$ cat config.mk
export PLATFORM = sky130hd
export DESIGN_NAME = hazard_ctrl
export DESIGN_NICKNAME = d
export VERILOG_FILES = /design/src/rtl/hazard_ctrl.sv
export SDC_FILE = /design/constraint.sdc
export NUM_CORES = 1
export LEC_CHECK = 0
export ABC_AREA = 1
export BUFFER_PORTS_ARGS = -buffer_cell sky130_fd_sc_hd__buf_2
export CAP_MARGIN = 0
export CORE_MARGIN = 3
export CORE_UTILIZATION = 44
export DETAILED_ROUTE_END_ITERATION = 8
export GPL_TIMING_DRIVEN = 0
export PLACE_DENSITY_LB_ADDON = 0.3
export SLEW_MARGIN = 15
export SYNTH_ARGS = -nofsm -noshare
export SYNTH_HDL_FRONTEND = slang
export SYNTH_SLANG_ARGS = --single-unit
$ cat constraint.sdc
create_clock -name clk -period 1.64 [get_ports clk]
set_clock_uncertainty 0.05 [all_clocks]
set_input_delay 0.082 -clock clk [delete_from_list [all_inputs] [get_ports clk]]
set_output_delay 0.082 -clock clk [all_outputs]
set_load 0.005 [all_outputs]
$ cat src/rtl/hazard_ctrl.sv
// hazard_ctrl: stall/flush controller for the CowCat32 5-stage pipeline (load-use, branch, memory wait).
// Define PERF_CNT_EN to add the stall_cycles performance counter port.
module hazard_ctrl #(
  parameter int unsigned TIMEOUT = 255
) (
  input  logic        clk,
  input  logic        rst_n,
  input  logic [14:0] inst_ID,
  input  logic [9:0]  inst_EX,
  input  logic        br_taken_EX,
  input  logic        mem_req_MA,
  input  logic        mem_ack,
  output logic        stall_IF,
  output logic        stall_ID,
  output logic        stall_EX,
  output logic        stall_MA,
  output logic        flush_ID,
  output logic        bubble_EX,
  output logic        bubble_WB,
  output logic        mem_timeout
`ifdef PERF_CNT_EN
  ,
  output logic [31:0] stall_cycles
`endif
);

  localparam logic [4:0] OP_R    = 5'b01100;
  localparam logic [4:0] OP_I    = 5'b00100;
  localparam logic [4:0] OP_L    = 5'b00000;
  localparam logic [4:0] OP_S    = 5'b01000;
  localparam logic [4:0] OP_B    = 5'b11000;
  localparam logic [4:0] OP_JALR = 5'b11001;

  localparam logic [16:0] TIMEOUT_L = 17'(TIMEOUT);

  if (TIMEOUT < 2 || TIMEOUT > 65535) begin : g_bad_timeout
    $error("hazard_ctrl: TIMEOUT must lie in 2..65535");
  end

  typedef enum logic [1:0] {
    ST_RUN,
    ST_MEM_WAIT,
    ST_ABORT
  } state_t;

  function automatic logic uses_rs1(input logic [4:0] op);
    return (op == OP_R) || (op == OP_I) || (op == OP_L) ||
           (op == OP_S) || (op == OP_B) || (op == OP_JALR);
  endfunction

  function automatic logic uses_rs2(input logic [4:0] op);
    return (op == OP_R) || (op == OP_S) || (op == OP_B);
  endfunction

  logic [4:0]  id_op;
  logic [4:0]  id_rs1;
  logic [4:0]  id_rs2;
  logic [4:0]  ex_op;
  logic [4:0]  ex_rd;
  logic        lu;
  logic        ms;
  state_t      state;
  state_t      state_nxt;
  logic [15:0] wait_cnt;
  logic [15:0] wait_cnt_nxt;
  logic [16:0] wait_inc;

  assign id_op  = inst_ID[4:0];
  assign id_rs1 = inst_ID[9:5];
  assign id_rs2 = inst_ID[14:10];
  assign ex_op  = inst_EX[4:0];
  assign ex_rd  = inst_EX[9:5];

  assign lu = (ex_op == OP_L) && (ex_rd != 5'd0) &&
              ((uses_rs1(id_op) && (id_rs1 == ex_rd)) ||
               (uses_rs2(id_op) && (id_rs2 == ex_rd)));

  assign wait_inc = {1'b0, wait_cnt} + 17'd1;

  // Next-state: the wait counter equals the number of stalled cycles seen so far
  always_comb begin
    state_nxt    = state;
    wait_cnt_nxt = wait_cnt;
    ms           = 1'b0;
    unique case (state)
      ST_RUN: begin
        ms = mem_req_MA & ~mem_ack;
        if (ms) begin
          state_nxt    = ST_MEM_WAIT;
          wait_cnt_nxt = 16'd1;
        end
      end
      ST_MEM_WAIT: begin
        ms = ~mem_ack;
        if (mem_ack) begin
          state_nxt    = ST_RUN;
          wait_cnt_nxt = 16'd0;
        end else if (wait_inc == TIMEOUT_L) begin
          state_nxt    = ST_ABORT;
          wait_cnt_nxt = 16'd0;
        end else begin
          wait_cnt_nxt = wait_inc[15:0];
        end
      end
      ST_ABORT: begin
        state_nxt = ST_RUN;
      end
      default: begin
        state_nxt    = ST_RUN;
        wait_cnt_nxt = 16'd0;
      end
    endcase
  end

  always_ff @(posedge clk or negedge rst_n) begin
    if (!rst_n) begin
      state    <= ST_RUN;
      wait_cnt <= 16'd0;
    end else begin
      state    <= state_nxt;
      wait_cnt <= wait_cnt_nxt;
    end
  end

  // Output priority: memory stall > taken branch > load-use; all forced low in reset
  always_comb begin
    stall_IF  = 1'b0;
    stall_ID  = 1'b0;
    stall_EX  = 1'b0;
    stall_MA  = 1'b0;
    flush_ID  = 1'b0;
    bubble_EX = 1'b0;
    bubble_WB = 1'b0;
    if (rst_n) begin
      if (ms) begin
        stall_IF  = 1'b1;
        stall_ID  = 1'b1;
        stall_EX  = 1'b1;
        stall_MA  = 1'b1;
        bubble_WB = 1'b1;
      end else if (br_taken_EX) begin
        flush_ID  = 1'b1;
        bubble_EX = 1'b1;
      end else if (lu) begin
        stall_IF  = 1'b1;
        stall_ID  = 1'b1;
        bubble_EX = 1'b1;
      end
    end
  end

  assign mem_timeout = rst_n && (state == ST_ABORT);

`ifdef PERF_CNT_EN
  always_ff @(posedge clk or negedge rst_n) begin
    if (!rst_n) begin
      stall_cycles <= 32'd0;
    end else if (stall_IF) begin
      stall_cycles <= stall_cycles + 32'd1;
    end
  end
`endif

endmodule

==> results of run 1 <==
cell families after synthesis:
family / count (synthesis) / share of synthesized area (%)
flip-flops: 18 / 27.4
AO/OA/AOI/OAI: 23 / 10.1
AND/OR/NAND/NOR: 154 / 47.8
buffers and inverters: 47 / 11.6
adder cells (fa/ha/maj): 2 / 1.52
XOR/XNOR: 3 / 1.60
cells in the mapped netlist, types with 3 or more instances:
library cell,instances
dfrtp_1,18
nand3_1,23
inv_2,3
inv_1,38
nand3_2,5
a211oi_1,3
nor2_2,6
buf_4,3
a21oi_1,4
nor2_1,23
nand4_1,6
o32ai_1,4
nor2_4,8
nor3_1,4
nand2_2,13
nand2_1,62
xor2_1,3
o21ai_0,6
state kept, by name, indices dropped and copies added, names as in the netlist:
name,count
state,2
wait_cnt,16
routing by layer:
layer,GRT usage (%),up-vias
li1,-,913
met1,26.4,856
met2,38.5,49
met3,2.02,11
met4,9.37,0
met5,0,-
worst register-to-register path: stages (launching register included):
cell and delay (ns):
dfrtp_1 0.43, ha_4 0.20, nand2_4 0.07, nor2_4 0.19
nand3_2 0.10, nand2_2 0.09, nand2_2 0.05, nor2_2 0.11
nand2_2 0.07, nor2_4 0.15, nand2_4 0.12, nand3_2 0.08
nand2_1 0.05
what timing repair did:
| item | in CTS | in global routing |
|---|---|---|
| pin swaps | 14 | 18 |
| buffers inserted | 14 | 3 |
| setup endpoints to repair | 17 | 22 |
| gates resized for setup | 20 | 26 |
| hold endpoints to repair | 18 | 0 |
| cloned | 1 | 0 |
| hold buffers | 1 | 0 |
final cells by class:
class                      count  area [µm²]  share of cell area [%]
buffer                         5        43.8                    1.90
clock buffer                   4        55.1                    2.39
inverter                      42         163                    7.07
multi-input combinational    183        1180                    51.3
sequential                    18         453                    19.7
tap                           46        57.6                    2.50
timing repair buffer          54         348                    15.1
path summary, 6_finish.rpt:
path / start / end / slack, ns / cells after the start
worst max-delay path: wait_cnt[0] / wait_cnt[1] / -0.22 / 12
worst min-delay path: mem_ack / state[1] / 0.09 / 2
worst max register to register: wait_cnt[0] / wait_cnt[1] / -0.22 / 12
worst min register to register: wait_cnt[7] / wait_cnt[7] / 0.53 / 2
max in group asynchronous: rst_n / state[1] / 0.43 / 2
min in group asynchronous: rst_n / wait_cnt[15] / 0.52 / 2
power breakdown:
group / internal, mW / switching [mW]
clock: 0.214 / 0.166
sequential: 0.457 / 0.0204
combinational: 0.158 / 0.188
total: 0.829 / 0.375
==> impl_metrics.yaml, run 1 <==
run_status:
  outcome: "finished with violations"
  violations: "setup timing"
pwr:
  power_mw: 1.20
  peakVddDrop_mv: 0.472
  p_per_area_nw_per_um2: 523
  p_leak_nw: 1.09
placement:
  io_buffers: 36
  dp_cells: 329
  place.gp.congestion: 0.834
  post-place-ws_ns: -0.265
  post-dp-hpwl_mm: 3.05
  dpl-instance-area_um2: 1890
worst_setup_path:
  cp_slowest_stage_delay_ns: 0.43
  crit_path_end_kind: "flip-flop"
  critPathRequiredTime_ns: 1.75
  cp_max_fo: 6
  worstPathCellList: "ha_4 -> nand2_4 -> nor2_4 -> nand3_2 -> nand2_2 -> nand2_2 -> nor2_2 -> nand2_2 -> nor2_4 -> nand2_4 -> nand3_2 -> nand2_1"
  worst-path-buf-inv: 0
  cp-start-kind: "flip-flop"
  crit_type: "reg -> reg"
  critPathTopFamily: "simple AND/OR/NAND/NOR gates"
  cp.arrival_ns: 1.97
  crit_path_top_delay_cell: "dfrtp_1"
  path_common_cell: "nand2_2"
yosys:
  synth-seq-cells: 18
  ys_types: 29
  avgSynthCellArea_um2: 6.65
  synth_area_um2: 1640
  ys_seq_area_share_pct: 27.4
  synthArstFlopShare_pct: 100
  synth_edf_count: 0
  netlist_instances: 247
  synthFlopType: "dfrtp_1"
  synth.top_cell.area_share_pct: 27.4
  synth_fp_nets: 279
  ys_top_cells_by_area: "dfrtp_1, nand2_1, inv_1, nand3_1, nor2_4"
  yosysWarnings: 0
  synth_top_cell_by_area: "dfrtp_1"
detailed_routing:
  wl_met1_mm: 1.92
  wire_per_inst_um: 13.3
  via_count: 1829
  ant_nets: 0
  drt_iter0_markers: 75
  dr_wl_met2_mm: 2.41
  wl_met3_um: 237
  drtPass1Iterations: 4
  drt-total-wl_mm: 4.69
  drc_errors: 0
  dr.max_layer_used: "met4"
  viasPerCell: 5.20
clock_network:
  clockBufferDepth: 2
  cts_made_buffers: 3
  clock_latency_ns: 0.26
  cts_tree: "done"
  path_clk_slew_ns: 0.07
  cts_sinks: 18
  htreeDepth: 1
  cts-root-buf: "clkbuf_8"
finish:
  utilization_pct: 66.3
  stdcell_area_um2: 2300
  final_common_cell: "nand2_1"
  syn2layout_area_growth_pct: 40.2
  final_cell_mix: "nand2_1, inv_1, buf_2, nor2_1, dfrtp_1"
  antenna_cells: 0
  drive_gt1_share_pct: 40.5
  fin_nets: 339
  instances_no_fill: 352
  nFillCells: 290
floorplanning:
  core_area_um2: 3470
  die_area_um2: 4500
  ios: 38
  start_util_pct: 47.3
  die_y_um: 67.1
  die_x_um: 67.1
  rows: 21
sta:
  setup_viol: 12
  timing.final.ws_setup_ns: -0.223
  tns_ns: -2.11
  whs_ns: 0.0912
  max_clock_freq_mhz: 537
  rsz0062_at_grt: "yes"
  slew_viol_final: 0
  tightest_slew_ns: 0.863
  min_period_ns: 1.86
  fin_crit_sh_pct: 114
  relSlewSlack_pct: 42.3
  final_hold_viol_count: 0
global_routing:
  grt_usage_pct: 21.7
  grt_pass1_vias: 1714
  grt_max_degree: 19
  antenna_found_initial: 0
  grt_pass1_wl_mm: 7.40
  grt_overflow: 0
flow_run:
  drv_cap: 0
min_path:
  hp-class: "in -> reg"
No activity file was read; power rests on OpenSTA's default activity.
==> run 2, diff against run 1 <==
- CORE_UTILIZATION: 44 -> 40
==> impl_metrics.yaml, run 2 (synthesis results as in run 1) <==
finish:
  antenna_cells: 0
  syn2layout_area_growth_pct: 37.6
  final_cell_mix: "nand2_1, inv_1, buf_2, nor2_1, nand3_1"
  largest-register: "wait_cnt"
  reg_top3: "wait_cnt x16, state x2"
  instances_no_fill: 353
  fin_nets: 339
  final_common_cell: "nand2_1"
  drive_gt1_share_pct: 39.7
  largest_reg_flops: 16
worst_setup_path:
  reg2reg_from: "wait_cnt[1]"
  crit_type: "reg -> reg"
  crit_end: "wait_cnt[2]"
  path_common_cell: "nand2_4"
  worstPathCellList: "buf_6 -> nand2_4 -> nor2_4 -> nand2_4 -> nand2_2 -> nand2_2 -> nor2_2 -> nand3_2 -> nor2_4 -> nand2_4 -> nand3_1 -> nand2_1"
  cp-start-kind: "flip-flop"
  rr_endpoint: "wait_cnt[2]"
  cp_slowest_stage_delay_ns: 0.41
  worst-path-buf-inv: 1
  regToRegSetupSlack_ns: -0.17
  crit_path_end_kind: "flip-flop"
  critPathTopFamily: "simple AND/OR/NAND/NOR gates"
  critPathRequiredTime_ns: 1.74
  crit_path_top_delay_cell: "dfrtp_1"
  worstSetupPathDepth: 12
  cp.arrival_ns: 1.91
  reg2reg_depth: 12
  cp_max_fo: 6
  crit_path_start: "wait_cnt[1]"
sta:
  tns_ns: -1.63
  fin_crit_sh_pct: 111
  relSlewSlack_pct: 44.8
  setup_viol: 11
  tightest_slew_ns: 0.826
  timing.final.ws_setup_ns: -0.174
  whs_ns: 0.0739
  max_clock_freq_mhz: 551
  rsz0062_at_grt: "yes"
  final_hold_viol_count: 0
  min_period_ns: 1.81
  slew_viol_final: 0
floorplanning:
  rows: 22
  core_area_um2: 3800
  die_x_um: 70.1
  ios: 38
  start_util_pct: 43.2
  die_y_um: 70.1
  die_area_um2: 4910
global_routing:
  grt_overflow: 0
  grt_pass1_wl_mm: 7.33
  grt_pass1_vias: 1663
  grt_max_degree: 19
  antenna_found_initial: 0
  grt_usage_pct: 18.1
detailed_routing:
  drt-total-wl_mm: 4.52
  ant_nets: 0
  via_count: 1779
  wire_per_inst_um: 12.8
  drtPass1Iterations: 4
  drt_iter0_markers: 57
  viasPerCell: 5.04
  drc_errors: 0
clock_network:
  htreeDepth: 1
  cts-root-buf: "clkbuf_8"
  cts_tree: "done"
  cts_made_buffers: 3
  clockBufferDepth: 2
  cts_sinks: 18
  path_clk_slew_ns: 0.07
  clock_latency_ns: 0.26
pwr:
  p_per_area_nw_per_um2: 494
  peakVddDrop_mv: 0.326
  power_mw: 1.12
  p_leak_nw: 1.11
run_status:
  violations: "setup timing"
  outcome: "finished with violations"
placement:
  place.gp.congestion: 0.819
  io_buffers: 36
  dp_cells: 331
  post-dp-hpwl_mm: 3.05
  post-place-ws_ns: -0.253
flow_run:
  drv_cap: 0
min_path:
  hp-class: "in -> reg"
run 2: metal layers:
metal	vias up	global-route usage [%]	wire (µm)
met3	7	1.87	201
met1	814	22.5	1980
li1	913	-	-
met2	45	32.4	2280
met4	0	5.53	56
met5	-	0	0
run 2: what timing repair did:
action,4_1_cts,5_1_grt
setup buffers,12,5
endpoints found under the hold margin,18,0
pin swaps,12,17
hold buffers,1,0
cloned,1,0
setup endpoints to repair,17,15
gates resized for setup,14,30
run 2: final cells by class:
type                            count  area, µm²
Fill cell                         342       1540
Timing Repair Buffer               54        344
Buffer                              5       43.8
Clock buffer                        3       41.3
Tap cell                           48       60.1
Multi-Input combinational cell    183       1150
Sequential cell                    18        454
Inverter                           42        163
run 2: power by group:
| part | switching (mW) | internal (mW) | leakage [nW] |
|---|---|---|---|
| clock network | 0.149 | 0.163 | 0.0216 |
| registers | 0.0175 | 0.457 | 0.243 |
| logic | 0.177 | 0.153 | 0.846 |
run 2: how the worst min path moves through the flow:
stage,startpoint,to,slack [ns],cells after the start
after detailed placement,rst_n,wait_cnt[12],0.01,1
after floorplan,rst_n,state[0],-0.26,0
final,mem_ack,state[1],0.07,2
after CTS,mem_ack,state[1],0.06,2
after global placement,rst_n,wait_cnt[12],0.01,1
after global routing,mem_ack,state[1],0.08,2
run 2: per-stage QoR:
step                      utilization [%]  cell area, µm²
after global routing                 59.5            2260
final                                59.5            2260
after global placement               49.7            1890
after detailed placement             49.7            1890
after CTS                            55.0            2090
after floorplan                         -            1650
